===== src/rtl/mux2a1_ochobits_merge.sv =====
// Two-lane merge: lane 0 carries the even words of a stream and lane 1 the odd
// words. Each lane is buffered in a small FIFO, and the lanes are served
// strictly in turn so that the original word order is rebuilt on dataout.
module mux2a1_ochobits_merge #(
  parameter int unsigned DEPTH = 4  // per-lane entries, power of two, 2..16
) (
  input  logic       clk,
  input  logic       reset,
  input  logic       valid0,
  input  logic       valid1,
  input  logic [7:0] data_in0,
  input  logic [7:0] data_in1,
  output logic       validout,
  output logic [7:0] dataout,
  output logic       full0,
  output logic       full1,
  output logic       overflow
);

  localparam int unsigned PtrW = $clog2(DEPTH);
  localparam int unsigned CntW = PtrW + 1;
  localparam logic [PtrW-1:0] PtrOne  = PtrW'(1);
  localparam logic [CntW-1:0] CntOne  = CntW'(1);
  localparam logic [CntW-1:0] CntFull = CntW'(DEPTH);

  logic [7:0]      mem0_q [DEPTH];
  logic [7:0]      mem1_q [DEPTH];

  logic [PtrW-1:0] wr_ptr0_q, wr_ptr0_d, rd_ptr0_q, rd_ptr0_d;
  logic [PtrW-1:0] wr_ptr1_q, wr_ptr1_d, rd_ptr1_q, rd_ptr1_d;
  logic [CntW-1:0] cnt0_q, cnt0_d, cnt1_q, cnt1_d;
  logic            full0_q, full0_d, full1_q, full1_d;
  logic            sel_q, sel_d;
  logic            validout_q, validout_d;
  logic [7:0]      dataout_q, dataout_d;
  logic            overflow_q, overflow_d;

  logic            push0, push1, pop0, pop1;

  // Lane handshakes, pointer/count updates and merged-output selection.
  always_comb begin
    // A write is accepted only against the registered full flag, so a word
    // arriving at a full lane is dropped even if that lane pops this cycle.
    push0 = valid0 & ~full0_q;
    push1 = valid1 & ~full1_q;
    // Only the lane whose turn it is may be popped; the other one waits.
    pop0  = ~sel_q & (cnt0_q != '0);
    pop1  =  sel_q & (cnt1_q != '0);

    wr_ptr0_d  = wr_ptr0_q;
    rd_ptr0_d  = rd_ptr0_q;
    wr_ptr1_d  = wr_ptr1_q;
    rd_ptr1_d  = rd_ptr1_q;
    cnt0_d     = cnt0_q;
    cnt1_d     = cnt1_q;
    sel_d      = sel_q;
    validout_d = 1'b0;
    dataout_d  = dataout_q;
    overflow_d = overflow_q | (valid0 & full0_q) | (valid1 & full1_q);

    if (push0) wr_ptr0_d = wr_ptr0_q + PtrOne;
    if (push1) wr_ptr1_d = wr_ptr1_q + PtrOne;
    if (pop0)  rd_ptr0_d = rd_ptr0_q + PtrOne;
    if (pop1)  rd_ptr1_d = rd_ptr1_q + PtrOne;

    case ({push0, pop0})
      2'b10:   cnt0_d = cnt0_q + CntOne;
      2'b01:   cnt0_d = cnt0_q - CntOne;
      default: cnt0_d = cnt0_q;
    endcase
    case ({push1, pop1})
      2'b10:   cnt1_d = cnt1_q + CntOne;
      2'b01:   cnt1_d = cnt1_q - CntOne;
      default: cnt1_d = cnt1_q;
    endcase

    full0_d = (cnt0_d == CntFull);
    full1_d = (cnt1_d == CntFull);

    if (pop0) begin
      dataout_d  = mem0_q[rd_ptr0_q];
      validout_d = 1'b1;
      sel_d      = 1'b1;
    end else if (pop1) begin
      dataout_d  = mem1_q[rd_ptr1_q];
      validout_d = 1'b1;
      sel_d      = 1'b0;
    end
  end

  // Lane storage; contents need no reset because the pointers define validity.
  always_ff @(posedge clk) begin
    if (!reset && push0) mem0_q[wr_ptr0_q] <= data_in0;
    if (!reset && push1) mem1_q[wr_ptr1_q] <= data_in1;
  end

  // Control and output registers with synchronous reset.
  always_ff @(posedge clk) begin
    if (reset) begin
      wr_ptr0_q  <= '0;
      rd_ptr0_q  <= '0;
      wr_ptr1_q  <= '0;
      rd_ptr1_q  <= '0;
      cnt0_q     <= '0;
      cnt1_q     <= '0;
      full0_q    <= 1'b0;
      full1_q    <= 1'b0;
      sel_q      <= 1'b0;
      validout_q <= 1'b0;
      dataout_q  <= 8'h00;
      overflow_q <= 1'b0;
    end else begin
      wr_ptr0_q  <= wr_ptr0_d;
      rd_ptr0_q  <= rd_ptr0_d;
      wr_ptr1_q  <= wr_ptr1_d;
      rd_ptr1_q  <= rd_ptr1_d;
      cnt0_q     <= cnt0_d;
      cnt1_q     <= cnt1_d;
      full0_q    <= full0_d;
      full1_q    <= full1_d;
      sel_q      <= sel_d;
      validout_q <= validout_d;
      dataout_q  <= dataout_d;
      overflow_q <= overflow_d;
    end
  end

  assign validout = validout_q;
  assign dataout  = dataout_q;
  assign full0    = full0_q;
  assign full1    = full1_q;
  assign overflow = overflow_q;

endmodule


===== config.mk =====
export PLATFORM = sky130hd
export DESIGN_NAME = mux2a1_ochobits_merge
export DESIGN_NICKNAME = d
export VERILOG_FILES = /design/src/rtl/mux2a1_ochobits_merge.sv
export SDC_FILE = /design/constraint.sdc
export NUM_CORES = 1
export LEC_CHECK = 0
export CAP_MARGIN = 20
export CORE_MARGIN = 8
export CORE_UTILIZATION = 45
export DETAILED_ROUTE_END_ITERATION = 10
export PLACE_DENSITY = 0.67
export SLEW_MARGIN = 0
export SYNTH_ARGS = -nofsm -noshare
export SYNTH_HDL_FRONTEND = slang
export SYNTH_SLANG_ARGS = --single-unit

===== constraint.sdc =====
create_clock -name clk -period 4.8 [get_ports clk]
set_input_delay 1.44 -clock clk [delete_from_list [all_inputs] [get_ports clk]]
set_output_delay 1.44 -clock clk [all_outputs]
set_load 0.02 [all_outputs]

* Word-level counts from Yosys, hierarchy flattened
Memories as Yosys holds them, arrays and structs flattened. A register that Yosys moved wholly into a read port is not among the register bits.
Index checks and enable logic that the tools add are counted.
** Cells by class
- Bitwise operators :: 11
- Reduce and logical (&&, ||, !) cells :: 6
- Muxes and demuxes :: 16
- Equality and inequality tests :: 6
- Add/sub/neg operators :: 8
** Operators with widths (count)
- $mux W8 :: 2
- $pmux W3 S2 :: 2
- $add A2 B1 Y2 const B :: 4
- $mux W1 :: 8
- $mux W2 :: 4
- $add A3 B1 Y3 const B :: 2
- $and A1 B1 Y1 :: 6
- $eq A3 B3 Y1 const B :: 2
- $reduce_bool A3 Y1 :: 2
- $sub A3 B1 Y3 const B :: 2
- $eq A2 B1 Y1 const B :: 2
- $eq A2 B2 Y1 const B :: 2
- $not A1 Y1 :: 3
- $logic_and A1 B1 Y1 :: 2
- $or A1 B1 Y1 :: 2
- $reduce_bool A2 Y1 :: 1
- $logic_not A1 Y1 :: 1
** Word-level totals
- Memory bits (writable) :: 64
- Memories kept :: 2
- Register bits after elaboration :: 27
- Word-level logic and storage cells :: 61
- Output and inout bits :: 12
- Input bits :: 20
** Memory list
- mem0_q :: words 4, bits a word 8, read ports 1, clocked after Yosys merged registers in 1, wr ports 1, RTL line 26 : logic [7:0] mem0_q [DEPTH];
- mem1_q :: words 4, bits a word 8, read ports 1, clocked after Yosys merged registers in 1, wr ports 1, RTL line 27 : logic [7:0] mem1_q [DEPTH];

* Longest topological paths before layout
Gate-level depths: netlist of run 1.
- Depth in word-level cells :: 5
- Mapped depth :: 9
- Gate-level depth less buffers :: 8

* Worst setup path before layout of run 1
Ideal clock, no wire load.
- Path kind :: input to register
- Start :: in valid1
- End :: reg full1_q (netlist: full1)
- Data required time :: 4.714 ns
- Library setup time :: 0.086 ns
- Path buffers :: 0
- Slack :: 1.780 ns
- Arrival time :: 2.934 ns
- Cell stages on the path :: 8
- Cells stage by stage :: nor2b_1 inv_1 ha_1 inv_1 fa_1 xor2_1 or3_1 a211oi_1
** On the way
- Cells in the longest elaborated chain, start to end :: 4
- Elaborated cells on any way between the ends :: 5
- Classes of those cells :: eq/ne (3); mux (1); bitwise (1)
** Ends and longest elaborated chain
- from (decl) :: RTL line 10 : input logic valid1,
- $and A1 B1 Y1 * :: RTL line 45 : push1 = valid1 & ~full1_q;
- $eq A2 B1 Y1 / $eq A2 B2 Y1 (equally long branches) :: RTL line 71 : case ({push1, pop1})
- $pmux W3 S2 * :: RTL line 71
- $eq A3 B3 Y1 * :: RTL line 78 : full1_d = (cnt1_d == CntFull);
- to (signal assigned) :: RTL line 120 : full1_q <= full1_d;
- to (decl) :: RTL line 32 : logic full0_q, full0_d, full1_q, full1_d;
Every way passes the cells marked *; elsewhere a longest branch is shown, timed or not.
A chain may end at the register's enable or synchronous reset.

* Final worst setup path of run 1
Ends and elaborated chain as after synthesis.

==> results of run 1 <==
## stage by stage
step	util [%]	power (mW)	setup slack [ns]
after floorplan	-	1.62	1.78
after global routing	53.1	2.43	1.43
final	53.1	2.29	1.61
after global placement	50.9	1.80	1.30
after detailed placement	50.9	1.82	1.21
after CTS	53.1	2.31	1.62
## critical path, cell delays in order
cell and delay (ns):
clkdlybuf4s50_1 0.43, nor2b_1 0.17, inv_1 0.10, ha_1 0.19
inv_1 0.06, fa_1 0.37, xor2_1 0.15, or3_1 0.33
a211oi_1 0.24
## power by group through the flow
stage          combinational [mW]  clock, mW  sequential, mW
3_5_place_dp                0.676          0            1.15
6_report                    0.677      0.492            1.12
5_1_grt                     0.748      0.534            1.15
3_3_place_gp                0.658          0            1.14
2_1_floorplan               0.492          0            1.12
4_1_cts                     0.680      0.507            1.13
## cell usage after synthesis, types with 4 or more instances
master,n,area share [%]
nor2_1,13,1.3
ha_1,10,3.3
and2_1,8,1.3
inv_1,15,1.5
nor2b_1,5,0.82
a21oi_1,18,2.4
xor2_1,4,0.92
clkbuf_1,4,0.39
nand2_1,4,0.39
edfxtp_1,64,50
o211ai_1,8,1.6
or3_1,4,0.66
mux4_2,8,4.7
dfxtp_1,31,16
o21ai_0,4,0.53
mux4_1,8,5.5
a32oi_1,8,1.8
## per-layer routing
metal / part of all wire (%) / up-vias
met3: 3.9 / 13
met2: 47 / 45
met1: 46 / 1008
li1: - / 992
met4: 2.4 / 0
met5: 0 / -
## flip-flops by register name (all words and copies together) (netlist names), named ones only
| name | cells |
|---|---|
| cnt0_q | 3 |
| cnt1_q | 3 |
| dataout | 8 |
| full0 | 1 |
| full1 | 1 |
| mem0_q | 32 |
| mem1_q | 32 |
| overflow | 1 |
| rd_ptr0_q | 2 |
| rd_ptr1_q | 2 |
| sel_q | 1 |
| validout | 1 |
| wr_ptr0_q | 2 |
| wr_ptr1_q | 2 |
## final timing paths
path / from / endpoint / slack [ns]
max: valid1 / full1 / 1.61
min: overflow / overflow / 0.48
max reg2reg: sel_q / full1 / 2.12
min reg2reg: overflow / overflow / 0.48
## kinds of logic after synthesis
group / share of synthesized area (%)
fa+ha+maj: 4.34
simple gates: 5.29
xor+xnor: 1.61
mux: 10.5
flops: 66.8
buf+inv: 3.58
compound gates: 7.86
## placed cells by master, fill, tap and decap left out, types with 5 or more instances in the layout
master,netlist,final
a21oi_1,18,18
a32oi_1,8,8
and2_1,8,8
clkbuf_8,0,9
clkdlybuf4s50_1,0,31
dfxtp_1,31,31
edfxtp_1,64,64
ha_1,10,10
inv_1,15,15
mux4_1,8,8
mux4_2,8,8
nor2_1,13,13
nor2b_1,5,5
o211ai_1,8,8
## area by class of cell
| class | instances | area share, % |
|---|---|---|
| Sequential cell | 95 | 58.2 |
| Clock buffer | 9 | 2.84 |
| Timing Repair Buffer | 33 | 7.39 |
| Multi-Input combinational cell | 120 | 25.8 |
| Inverter | 16 | 1.38 |
| Clock inverter | 7 | 1.35 |
| Tap cell | 105 | 3.01 |
==> flow_summary.yaml, run 1 <==
setup_path:
  worstRegToRegCells: 8
  end_kind: "flip-flop"
  arrival_ns: 3.48
  crit_type: "in -> reg"
  crit_path_start_kind: "input port"
  crit_required_ns: 5.08
  crit_path_max_fanout: 3
pwr:
  p_int_mw: 1.52
  switching_share_pct: 33.6
  p_comb_share_pct: 29.6
  p_leak_nw: 1.45
  power.switching_mw: 0.770
  p_per_area_nw_per_um2: 525
  vdd_drop_max_uv: 255
  seqPwrFrac_pct: 49.0
  power.share.clock_pct: 21.5
timing:
  min_period_over_period_pct: 66.5
  rsz0062_at_grt: "false"
  tightest_slew_ns: 0.783
  tns_ns: 0
  report.final.slew_viol_count: 0
  holdWs_ns: 0.481
  finalSetupViolCount: 0
  clock.fmax_mhz: 313
  period_minus_slack_ns: 3.19
  hold_viol: 0
  slew_headroom_pct: 47.5
  skew_ns: 0.00998
clocking:
  cts_tree: "built"
  cts_setup_buffers: 0
  cts_made_buffers: 9
  clock_latency_ns: 0.37
  clock_sinks: 95
  cts-root-buf: "clkbuf_8"
  cts.clk_slew.worst_paths_ns: 0.09
  postCtsHoldBufs: 0
  post_cts_resized: 0
  cts_max_level: 3
  cts_max_path_buffers: 2
hold_path:
  hold_depth: 2
  hold_path.class: "reg -> reg"
cells_and_area:
  drive_above_1_share_pct: 10.0
  areaGrowthSynthToFinish_pct: 14.7
  final_cell_area_um2: 4370
  stdcell_count: 385
  multi_input_area_um2: 1130
  antenna_cells: 0
  fillers: 665
  nets: 307
  seq_area_um2: 2540
yosys:
  ys_types: 34
  yosys_warnings: 0
  syn-num-nets: 276
  syn-mean-instance-area_um2: 15.6
  synth-edff-count: 64
  ys_async_sr_fraction_pct: 0
  synth_top_flop_cell: "edfxtp_1"
  ys_seq_elements: 95
  yosysSeqAreaShare_pct: 66.8
  synthesis.area_um2: 3810
  syn_inst: 244
drt:
  finalWirelength_mm: 6.66
  wl_per_cell_um: 17.3
  drc_errors: 0
  vias: 2058
  postRouteAntennaNets: 0
  route.detailed.vias_per_inst: 5.35
  first_iter_violations: 116
  first_pass_iters: 4
placed_design:
  place.gp.congestion: 0.732
  placed_area_um2: 4180
  hpwl_mm: 4.62
  placedCellCount: 368
  port_buffers: 31
global_route:
  grt_use_met2_pct: 19.9
  grtUsageMet1_pct: 15.2
  grt_max_degree: 23
  antenna_found_initial: 0
  grt_pass1_vias: 2193
  grt_pass1_wl_mm: 11.1
  grt_usage_pct: 12.4
  grt_use_met3_pct: 2.74
  grt.busiest_layer: "met2"
  grt_overflow_total: 0
floorplanning:
  rows: 33
  die_y_um: 108
  die_w_um: 108
  ios: 32
  die_area_um2: 11700
  placeableCoreArea_um2: 8220
  start_util_pct: 46.3
run:
  maxCapViolCount: 0
run_status:
  status: "complete, no violations"
Power figures use the tool's default switching activity.
==> run 2, diff against run 1 <==
==> constraint.sdc (replaced) <==
create_clock -name clk -period 3.1 [get_ports clk]
set_input_delay 0.93 -clock clk [delete_from_list [all_inputs] [get_ports clk]]
set_output_delay 0.93 -clock clk [all_outputs]
set_load 0.02 [all_outputs]
==> run 2 against run 1 <==
Final cell count grew 1.6%. Setup slack lost 1.1 ns. Critical path depth is the same. Register-to-register slack lost 1.2 ns.
==> flow_summary.yaml, run 2 (synthesized netlist as in run 1, its figures left out) <==
timing:
  period_minus_slack_ns: 2.63
  tightest_slew_ns: 0.555
  setup_ws_ns: 0.466
  clock.fmax_mhz: 380
  hold_viol: 0
  finalSetupViolCount: 0
  tns_ns: 0
  skew_ns: 0.00917
  min_period_over_period_pct: 85.0
  rsz0062_at_grt: "false"
  report.final.slew_viol_count: 0
  slew_headroom_pct: 62.9
global_route:
  antenna_found_initial: 0
  grt_overflow_total: 0
  grt_pass1_vias: 2099
  grt_max_degree: 25
  grt_pass1_wl_mm: 10.5
  grt_usage_pct: 11.8
floorplanning:
  die_area_um2: 11700
  rows: 33
  placeableCoreArea_um2: 8220
  start_util_pct: 46.3
  die_y_um: 108
  die_w_um: 108
  ios: 32
setup_path:
  end_kind: "flip-flop"
  arrival_ns: 2.91
  crit_path_max_fanout: 3
  crit_required_ns: 3.38
  crit_type: "in -> reg"
  crit_path_start_kind: "input port"
drt:
  wl_per_cell_um: 16.8
  vias: 2056
  drc_errors: 0
  drt-met1-wl_mm: 3.10
  route.detailed.vias_per_inst: 5.26
  met3_length_um: 324
  top_layer_used: "met4"
  postRouteAntennaNets: 0
  first_pass_iters: 4
  finalWirelength_mm: 6.55
  dr_wl_met2_mm: 3.07
  first_iter_violations: 124
clocking:
  cts-root-buf: "clkbuf_8"
  cts_made_buffers: 9
  postCtsHoldBufs: 0
  clock_latency_ns: 0.36
  cts_max_level: 3
  clock_sinks: 95
  cts_tree: "built"
  cts_max_path_buffers: 2
  cts.clk_slew.worst_paths_ns: 0.10
  post_cts_resized: 0
  cts_setup_buffers: 0
placed_design:
  place.gp.congestion: 0.741
  preCtsSetupSlack_ns: 0.0561
  hpwl_mm: 4.59
  port_buffers: 31
pwr:
  power.switching_mw: 1.19
  vdd_drop_max_uv: 354
  p_per_area_nw_per_um2: 826
  seqPwrFrac_pct: 46.7
  switching_share_pct: 32.3
  p_leak_nw: 1.49
  p_int_mw: 2.48
  power.share.clock_pct: 23.4
  p_comb_share_pct: 29.9
cells_and_area:
  areaGrowthSynthToFinish_pct: 16.8
  final_common_cell: "edfxtp_1"
  drive_above_1_share_pct: 11.9
  nets: 313
  antenna_cells: 0
  final_core_util_pct: 54.1
  fillers: 678
  layout_common_cells: "edfxtp_1 (64), dfxtp_1 (31), clkdlybuf4s50_1 (31)"
hold_path:
  hold_path.class: "reg -> reg"
run_status:
  status: "complete, no violations"
run:
  maxCapViolCount: 0
[run 2: changes by cell type in the layout (fill, tap and decap cells not counted), sizes merged]
cell / change
buf: +6
inv: -1
clkbuf: +1
clkinv: -1
bufinv: +1
[run 2: layer usage]
layer / global-route usage, % / vias up
li1: - / 1006
met2: 18.4 / 45
met1: 15.3 / 1000
met4: 5.45 / 0
met5: 0 / -
met3: 2.91 / 5
[run 2: cell type report]
| class | count | area, µm² | share of cell area, % |
|---|---|---|---|
| sequential | 95 | 2540 | 57.2 |
| multi-input combinational | 120 | 1130 | 25.4 |
| tap | 105 | 131 | 2.96 |
| inverter | 16 | 60.1 | 1.35 |
| timing repair buffer | 39 | 370 | 8.33 |
| clock buffer | 10 | 138 | 3.10 |
| clock inverter | 6 | 75.1 | 1.69 |
[run 2: worst paths after layout]
kind | startpoint | to | slack, ns | depth (start not counted)
worst max-delay path | valid1 | full1 | 0.47 | 9
worst min-delay path | rd_ptr0_q[1] | flip-flop | 0.49 | 2
worst max register to register | cnt1_q[0] | full1 | 0.90 | 8
worst min register to register | rd_ptr0_q[1] | flip-flop | 0.49 | 2
[run 2: power groups by stage]
stage | clock (mW) | combinational, mW | sequential, mW
floorplan | 0 | 0.762 | 1.74
global placement | 0 | 1.07 | 1.74
detailed placement | 0 | 1.11 | 1.75
CTS | 0.873 | 1.11 | 1.72
global route | 0.923 | 1.21 | 1.74
finish | 0.859 | 1.10 | 1.71
[run 2: metrics by stage]
step	instance area (µm²)	cells	hold slack (ns)	total power, mW
2_1_floorplan	3810	244	0.455	2.50
3_3_place_gp	4230	375	0.466	2.82
3_5_place_dp	4230	375	0.475	2.86
4_1_cts	4440	391	0.491	3.70
5_1_grt	4440	391	0.533	3.88
6_report	4440	391	0.491	3.67
[run 2: critical path, stage by stage]
cell             delay [ns]
clkdlybuf4s50_1        0.41
nor2b_1                0.15
inv_1                  0.10
ha_1                   0.19
inv_1                  0.06
fa_1                   0.37
xor2_1                 0.15
or3_1                  0.32
a211oi_1               0.23
==> run 3, diff against run 2 <==
==> constraint.sdc (replaced) <==
create_clock -name clk -period 2.45 [get_ports clk]
set_input_delay 0.735 -clock clk [delete_from_list [all_inputs] [get_ports clk]]
set_output_delay 0.735 -clock clk [all_outputs]
set_load 0.02 [all_outputs]
==> run 3 against run 2 <==
The flow now finishes with violations (setup timing). Critical path depth is the same. Clock skew shrank 0.0027 ns. Clock power is 9.4% higher. Critical endpoint unchanged. Largest power group unchanged.
==> flow_summary.yaml, run 3 (synthesized netlist as in run 1, its figures left out) <==
cells_and_area:
  multi_input_area_um2: 1160
  final_core_util_pct: 56.6
  fillers: 660
  layout_common_cells: "edfxtp_1 (64), dfxtp_1 (31), clkdlybuf4s50_1 (30)"
  final_common_cell: "edfxtp_1"
  nets: 327
  final_cell_area_um2: 4650
  seq_area_um2: 2540
  drive_above_1_share_pct: 19.0
  antenna_cells: 0
  areaGrowthSynthToFinish_pct: 22.2
global_route:
  grt_max_degree: 22
  grt_overflow_total: 0
  grt_pass1_vias: 2214
  grt_use_met3_pct: 2.91
  grt_pass1_wl_mm: 11.1
  grt_usage_pct: 12.5
  antenna_found_initial: 0
  grtUsageMet1_pct: 14.9
  grt_use_met2_pct: 21.3
  grt.busiest_layer: "met2"
setup_path:
  crit_required_ns: 2.72
  crit_type: "in -> reg"
  arrival_ns: 2.72
  end_kind: "flip-flop"
  crit_path_max_fanout: 2
  crit_path_start_kind: "input port"
floorplanning:
  die_y_um: 108
  ios: 32
  die_area_um2: 11700
  rows: 33
  die_w_um: 108
  start_util_pct: 46.3
  placeableCoreArea_um2: 8220
drt:
  wl_per_cell_um: 17.3
  vias: 2146
  first_iter_violations: 83
  drc_errors: 0
  route.detailed.vias_per_inst: 5.30
  finalWirelength_mm: 7.00
  postRouteAntennaNets: 0
  first_pass_iters: 4
run_status:
  status: "finished, violations left"
  violations: "setup timing"
pwr:
  p_per_area_nw_per_um2: 1000
  p_leak_nw: 1.57
  vdd_drop_max_uv: 390
timing:
  min_period_over_period_pct: 100
  tightest_slew_ns: 0.559
  slew_headroom_pct: 62.7
  hold_viol: 0
  setup_ws_ns: -0.00740
  period_minus_slack_ns: 2.46
  report.final.slew_viol_count: 0
  tns_ns: -0.00740
  finalSetupViolCount: 1
  clock.fmax_mhz: 407
  skew_ns: 0.00651
clocking:
  cts_tree: "built"
  cts.clk_slew.worst_paths_ns: 0.09
  cts_made_buffers: 9
  cts-root-buf: "clkbuf_8"
  clock_sinks: 95
  clock_latency_ns: 0.35
  postCtsHoldBufs: 0
  cts_max_path_buffers: 2
  cts_max_level: 3
hold_path:
  hold_path.class: "reg -> reg"
placed_design:
  port_buffers: 31
  place.gp.congestion: 0.775
  placed_area_um2: 4440
  hpwl_mm: 4.92
  preCtsSetupSlack_ns: -0.355
run:
  maxCapViolCount: 0
==> run 3: worst paths after layout <==
kind	end	cells after the start	startpoint	slack [ns]
setup / recovery	full1	9	valid1	-0.007
setup reg to reg	full1	8	cnt1_q[0]	0.24
hold reg to reg	rd_ptr0_q[1]	2	rd_ptr0_q[1]	0.50
hold / removal	rd_ptr0_q[1]	2	rd_ptr0_q[1]	0.50
==> run 3: worst max-delay path: stages <==
cell	delay, ns
clkdlybuf4s50_1	0.43
nor2b_2	0.18
inv_2	0.06
ha_2	0.17
inv_1	0.05
fa_1	0.37
xor2_1	0.16
or3_4	0.34
a211oi_2	0.24
==> run 3: timing repair <==
item                                    4_1_cts  5_1_grt
resized for setup                             1       10
pin swaps                                     0        1
cloned                                        0        0
setup buffers                                 0        0
endpoints found under the setup margin        1        2
==> run 3: report_power, final <==
part           leakage [nW]  switching (mW)  internal [mW]
logic                 0.655           0.771          0.786
clock network        0.0830           0.553          0.387
registers             0.836           0.222           1.95
==> run 3: area by class of cell <==
type / instances / share of cell area (%)
Clock inverter: 6 / 1.16
Clock buffer: 10 / 2.74
Multi-Input combinational cell: 120 / 24.9
Inverter: 16 / 1.29
Timing Repair Buffer: 53 / 12.4
Sequential cell: 95 / 54.7
Tap cell: 105 / 2.82
==> run 3: stage by stage <==
| step | power (mW) | hold WS [ns] | instances |
|---|---|---|---|
| 3_3_place_gp | 3.68 | 0.467 | 389 |
| 4_1_cts | 4.68 | 0.493 | 405 |
| 3_5_place_dp | 3.73 | 0.474 | 389 |
| 2_1_floorplan | 3.16 | 0.455 | 244 |
| 5_1_grt | 4.96 | 0.507 | 405 |
| 6_report | 4.67 | 0.499 | 405 |
==> run 3: metal layers <==
layer  vias up  routed length (µm)  part of all wire [%]
li1       1031                   -                     -
met1      1059                3030                    43
met2        46                3570                    51
met3        10                 298                   4.3
met4         0                 102                   1.5
met5         -                   0                     0
